==> src/rtl/ma_stage.sv <==
// RV32I memory-access stage: issues dmem loads/stores over req/ack, holds the pipe while busy,
// and registers results into the MA->WB registers. Optional MA_MISALIGN_CHK_EN blocks misaligned accesses.
module ma_stage #(
  parameter int DMEM_AW = 30
) (
  input  logic               clk,
  input  logic               rst,
  input  logic               cmd_ld_ma,
  input  logic               cmd_st_ma,
  input  logic [2:0]         mem_code_ma,
  input  logic [31:0]        rd_data_ma,
  input  logic [31:0]        st_data_ma,
  input  logic               stall,
  input  logic               rst_pipe,
  output logic               dmem_req,
  output logic               dmem_we,
  output logic [3:0]         dmem_be,
  output logic [DMEM_AW-1:0] dmem_adr,
  output logic [31:0]        dmem_wdata,
  input  logic [31:0]        dmem_rdata,
  input  logic               dmem_ack,
  output logic               stall_ma,
  output logic               cmd_ld_wb,
  output logic [2:0]         ld_code_wb,
  output logic [31:0]        rd_data_wb,
  output logic [31:0]        ld_data_wb
`ifdef MA_MISALIGN_CHK_EN
  ,
  output logic               misalign_ma
`endif
);

  typedef enum logic [1:0] {IDLE, BUSY, HOLD} state_t;

  state_t      state, state_nxt;
  logic        kill_q;
  logic [31:0] hold_buf;
  logic        mem_op;
  logic        misalign;
  logic        wb_en;
  logic        ld_upd;
  logic [3:0]  st_be;
  logic [31:0] st_wdata;

  assign mem_op = (cmd_ld_ma | cmd_st_ma) & ~rst_pipe;

`ifdef MA_MISALIGN_CHK_EN
  assign misalign = mem_op &
                    ((((mem_code_ma == 3'b001) | (mem_code_ma == 3'b101)) & rd_data_ma[0]) |
                     ((mem_code_ma == 3'b010) & (rd_data_ma[1:0] != 2'b00)));
`else
  assign misalign = 1'b0;
`endif

  // Store lane selection and replication of the narrow store data
  always_comb begin
    st_be    = 4'b0000;
    st_wdata = st_data_ma;
    case (mem_code_ma)
      3'b000: begin
        st_be    = 4'b0001 << rd_data_ma[1:0];
        st_wdata = {4{st_data_ma[7:0]}};
      end
      3'b001: begin
        st_be    = rd_data_ma[1] ? 4'b1100 : 4'b0011;
        st_wdata = {2{st_data_ma[15:0]}};
      end
      3'b010: begin
        st_be    = 4'b1111;
        st_wdata = st_data_ma;
      end
      default: begin
        st_be    = 4'b0000;
        st_wdata = st_data_ma;
      end
    endcase
  end

  assign dmem_adr   = rd_data_ma[DMEM_AW+1:2];
  assign dmem_we    = cmd_st_ma & ~cmd_ld_ma;
  assign dmem_be    = cmd_ld_ma ? 4'b1111 : (cmd_st_ma ? st_be : 4'b0000);
  assign dmem_wdata = st_wdata;
  assign stall_ma   = dmem_req & ~dmem_ack;

  always_ff @(posedge clk or posedge rst) begin
    if (rst) state <= IDLE;
    else     state <= state_nxt;
  end

  always_comb begin
    state_nxt = state;
    case (state)
      IDLE: begin
        if (dmem_req & dmem_ack)  state_nxt = stall ? HOLD : IDLE;
        else if (dmem_req)        state_nxt = BUSY;
      end
      BUSY: begin
        // A flushed transaction still runs to its ack, but never parks in HOLD
        if (dmem_ack)             state_nxt = (stall & ~kill_q & ~rst_pipe) ? HOLD : IDLE;
      end
      HOLD: begin
        if (rst_pipe | ~stall)    state_nxt = IDLE;
      end
      default:                    state_nxt = IDLE;
    endcase
  end

  always_comb begin
    dmem_req = 1'b0;
    case (state)
      IDLE:    dmem_req = mem_op & ~misalign;
      BUSY:    dmem_req = 1'b1;
      default: dmem_req = 1'b0;
    endcase
  end

  always_ff @(posedge clk or posedge rst) begin
    if (rst) begin
      kill_q   <= 1'b0;
      hold_buf <= 32'h0;
    end else begin
      kill_q <= (state == BUSY) & (kill_q | rst_pipe) & ~dmem_ack;
      if (rst_pipe & (state != BUSY))
        hold_buf <= 32'h0;
      else if (dmem_req & dmem_ack & stall & ~rst_pipe & ~kill_q)
        hold_buf <= dmem_rdata;
    end
  end

  assign wb_en  = ~stall & ~stall_ma & ~((state == BUSY) & kill_q);
  assign ld_upd = wb_en & cmd_ld_ma & ~misalign & ((state == HOLD) | dmem_ack);

  always_ff @(posedge clk or posedge rst) begin
    if (rst) begin
      cmd_ld_wb  <= 1'b0;
      ld_code_wb <= 3'b000;
      rd_data_wb <= 32'h0;
      ld_data_wb <= 32'h0;
    end else if (rst_pipe) begin
      cmd_ld_wb  <= 1'b0;
      ld_code_wb <= 3'b000;
      rd_data_wb <= 32'h0;
    end else if (wb_en) begin
      cmd_ld_wb  <= cmd_ld_ma & ~misalign;
      ld_code_wb <= mem_code_ma;
      rd_data_wb <= rd_data_ma;
      if (ld_upd) ld_data_wb <= (state == HOLD) ? hold_buf : dmem_rdata;
    end
  end

`ifdef MA_MISALIGN_CHK_EN
  always_ff @(posedge clk or posedge rst) begin
    if (rst) misalign_ma <= 1'b0;
    else     misalign_ma <= misalign & wb_en & (state == IDLE);
  end
`endif

endmodule

==> config.mk <==
export PLATFORM = sky130hd
export DESIGN_NAME = ma_stage
export DESIGN_NICKNAME = d
export VERILOG_FILES = /design/src/rtl/ma_stage.sv
export SDC_FILE = /design/constraint.sdc
export NUM_CORES = 1
export LEC_CHECK = 0
export CAP_MARGIN = 20
export CELL_PAD_IN_SITES_DETAIL_PLACEMENT = 0
export CELL_PAD_IN_SITES_GLOBAL_PLACEMENT = 1
export CORE_ASPECT_RATIO = 2
export CORE_UTILIZATION = 30
export DETAILED_ROUTE_END_ITERATION = 10
export MAX_ROUTING_LAYER = met4
export PLACE_DENSITY = 0.79
export SKIP_LAST_GASP = 1
export SYNTH_ARGS = -nofsm -noshare
export SYNTH_HDL_FRONTEND = slang
export SYNTH_SLANG_ARGS = --single-unit
==> constraint.sdc <==
create_clock -name clk -period 4 [get_ports clk]
set_clock_uncertainty 0.15 [all_clocks]
set_input_delay 0.8 -clock clk [delete_from_list [all_inputs] [get_ports clk]]
set_output_delay 0.8 -clock clk [all_outputs]
set_load 0.02 [all_outputs]
==> results.toml <==
[outcome]
status = "finished with violations"
violations = "design-rule violations"

[setup_path]
critPathSlowestCell = "clkdlybuf4s50_1"
worstSetupPathType = "input pin to output port"
path_buf_inv = 3
required_ns = 3.05
worst_setup_path_end_kind = "output port"
path_common_cell = "clkdlybuf4s50_1"
cp-start-kind = "input pin"
path_max_fanout = 24
max_stage_delay_ns = 0.56
worstPathArrival_ns = 2.72
regToRegSetupSlack_ns = 1.72
critical_path.cell_chain = "clkdlybuf4s50_1, nor2_1, buf_12, mux2_2, clkdlybuf4s50_1"
crit_family = "buffers and inverters"

[clock_tree]
cts_max_path_buffers = 2
htree_num_levels = 3
cts_root_buffer = "clkbuf_16"
postCtsSetupBuffers = 0
ctsResizeCount = 0
numCtsBuffers = 9
numClockSinks = 103
clk_latency_ns = 0.34
clk_pin_slew_ns = 0.08
cts_tree = "yes"
postCtsHoldBufs = 0

[timing]
hold_viol_final = 0
setup-tns-final_ns = 0
finalCriticalPeriod_ns = 3.672
min_period_over_period = 0.9181
worstMarginPinSlew_ns = 0.7473
setup_viol = 0
fmax_ghz = 0.2723
rsz0062_at_grt = "false"
relSlewSlack = 0.5018
report.final.slew_viol_count = 0

[synthesis]
synth-edff-count = 0
synth_top_area_frac = 0.4630
synth_cell_types = 28
synth_top_family_by_area = "multiplexers"
ys_warn_count = 0
yosysMostFrequentCell = "dfrtp_1"
yosys.area.top_type = "dfrtp_1"
synthMuxAreaShare = 0.2412
synth_commonest_cells = "dfrtp_1 (103), mux2_2 (80), nand2b_1 (72), nand2_1 (65), mux2i_1 (43)"
ys.flop_type = "dfrtp_1"
ys_ff_latch = 103
yosys.area_share.simple = 0.1448
synth.avg_cell_area_um2 = 10.62
synth_seq_area_share = 0.4630
synth_xor_area_frac = 0
synth_fp_nets = 630
synthTopCellsByArea = "dfrtp_1 (46%), mux2_2 (16%), nand2b_1 (8.1%)"
synth_fa_ha_area_frac = 0
synthCells = 524
syn_area_mm2 = 0.005567
async_reset_ff_frac = 1.000
synth_compound_area_frac = 0.06541

[pwr]
switching_share = 0.3152
ir_drop_mv = 0.2569
power_density_mw_per_mm2 = 374.6
p_total_w = 0.003102
sequentialPowerShare = 0.403
p_leak_nw = 3.397
p_int_w = 0.002124
clockPowerShare = 0.290
p_switching_w = 0.0009777
pwr-share-comb = 0.307

[global_route]
grt_use_total = 0.1781
gr-total-overflow = 0
grt_pass1_vias = 4733
grt_max_degree = 77
grt_first_pass_wirelength_um = 25640
antenna_found_initial = 0

[die]
start_util = 0.3056
rows = 70
die_y_um = 194.6
dieArea_mm2 = 0.01914
fp.coreArea_mm2 = 0.01822
ios = 243
die_x_um = 98.32

[detailed_routing]
drt_wl_total_um = 16350
dr_wl_met3_um = 773
via_count = 4429
drt_iter0_drc = 161
viasPerCell = 4.717
ant_nets = 0
wl_per_cell_um = 17.41
drc = 16
wl_met1_um = 6063
wl_met2_um = 8887
top_layer = "met4"
first_pass_iters = 7

[cells_and_area]
drive_gt1_frac = 0.1604
layout.nets = 824
area_growth_pct = 48.77
antenna_cells = 0
nFillCells = 1730

[min_path]
hp-class = "register to register"

[place]
io_buffers = 242
dp_hpwl_um = 12440
place_congestion = 0.8431

[job]
maxCapViolations = 0
## metrics by stage
stage          std cells  setup slack, ns  hold slack (ns)  area, um2    util
2_1_floorplan        524           0.3462           0.3391       5567       -
3_3_place_gp         922           0.3370           0.3307       7938  0.4357
3_5_place_dp         923           0.3316           0.3493       7965  0.4372
4_1_cts              939           0.3093           0.3720       8282  0.4546
5_1_grt              939           0.2686           0.3911       8282  0.4546
6_report             939           0.3276           0.3694       8282  0.4546
## final timing paths
check                            endpoint  depth (start not counted)           start
min                         ld_data_wb[7]                          1   ld_data_wb[7]
min in group asynchronous  rd_data_wb[24]                          2             rst
max                        dmem_wdata[18]                          5  mem_code_ma[1]
max reg2reg                  hold_buf[17]                          4          kill_q
max in group asynchronous   ld_code_wb[1]                          3             rst
min reg2reg                 ld_data_wb[7]                          1   ld_data_wb[7]
## power groups by stage
stage / combinational, W / sequential, W / clock (W)
detailed placement: 0.000961 / 0.00127 / 0
global placement: 0.000940 / 0.00126 / 0
floorplan: 0.000355 / 0.00138 / 0
finish: 0.000951 / 0.00125 / 0.000901
global route: 0.00101 / 0.00127 / 0.000978
CTS: 0.000965 / 0.00125 / 0.000942
## area by class of cell
class                   count  area [um2]  area share
clock inverters             7       91.34     0.01103
multi-input cells         344        2540      0.3067
repair buffers            254        2552      0.3082
flip-flops and latches    103        2577      0.3112
well taps                 216       270.3     0.03263
clock buffers               9       225.2     0.02719
inverters                   6       25.02    0.003022
## metal layers
layer,global-route usage,up-vias
met3,0.02877,31
met1,0.1852,2139
li1,-,2104
met4,0.08624,0
met2,0.3219,155
met5,-,-
## cell usage in the layout, fill, tap and decap left out
| cell | instances |
|---|---|
| or3b_1 | 1 |
| inv_12 | 1 |
| mux2i_1 | 43 |
| nor2b_1 | 3 |
| a211o_1 | 1 |
| nor3_2 | 1 |
| clkinv_8 | 3 |
| inv_1 | 5 |
| mux2_1 | 1 |
| clkinv_4 | 1 |
| o211a_1 | 1 |
| clkdlybuf4s50_1 | 241 |
| o21ai_1 | 2 |
| nand2b_1 | 72 |
| nor4_1 | 1 |
| inv_4 | 1 |
| dfrtp_1 | 103 |
| mux2_2 | 80 |
| a2111oi_4 | 1 |
| buf_2 | 1 |
| inv_6 | 2 |
| o21bai_1 | 5 |
| a211oi_1 | 2 |
| nor3_1 | 1 |
| buf_4 | 9 |
| clkbuf_16 | 9 |
| o21ai_0 | 32 |
| nand2_1 | 65 |
| a211oi_4 | 2 |
| nor2_1 | 15 |
| buf_16 | 1 |
| buf_12 | 2 |
| o21ba_2 | 1 |
| a21oi_1 | 13 |
| nor2b_4 | 1 |
## worst register-to-register path, delay by kind of cell (launching register included)
family	cells	cell delay, ns
buffers and inverters	1	0.52
DFF	1	0.48
AOI/OAI and AO/OA	2	0.55
and+or+nand+nor	1	0.44
## flip-flops by register name, summed over array words and instances, names as in the netlist
name and flops:
hold_buf 32, ld_data_wb 32, rd_data_wb 32, ld_code_wb 3, state 2, cmd_ld_wb 1, kill_q 1
## logic make-up after synthesis
family                 Yosys count
muxes                          124
and+or+nand+nor                160
DFF                            103
buffers and inverters           77
AOI/OAI and AO/OA               60
(Power assumes the default switching activity.)
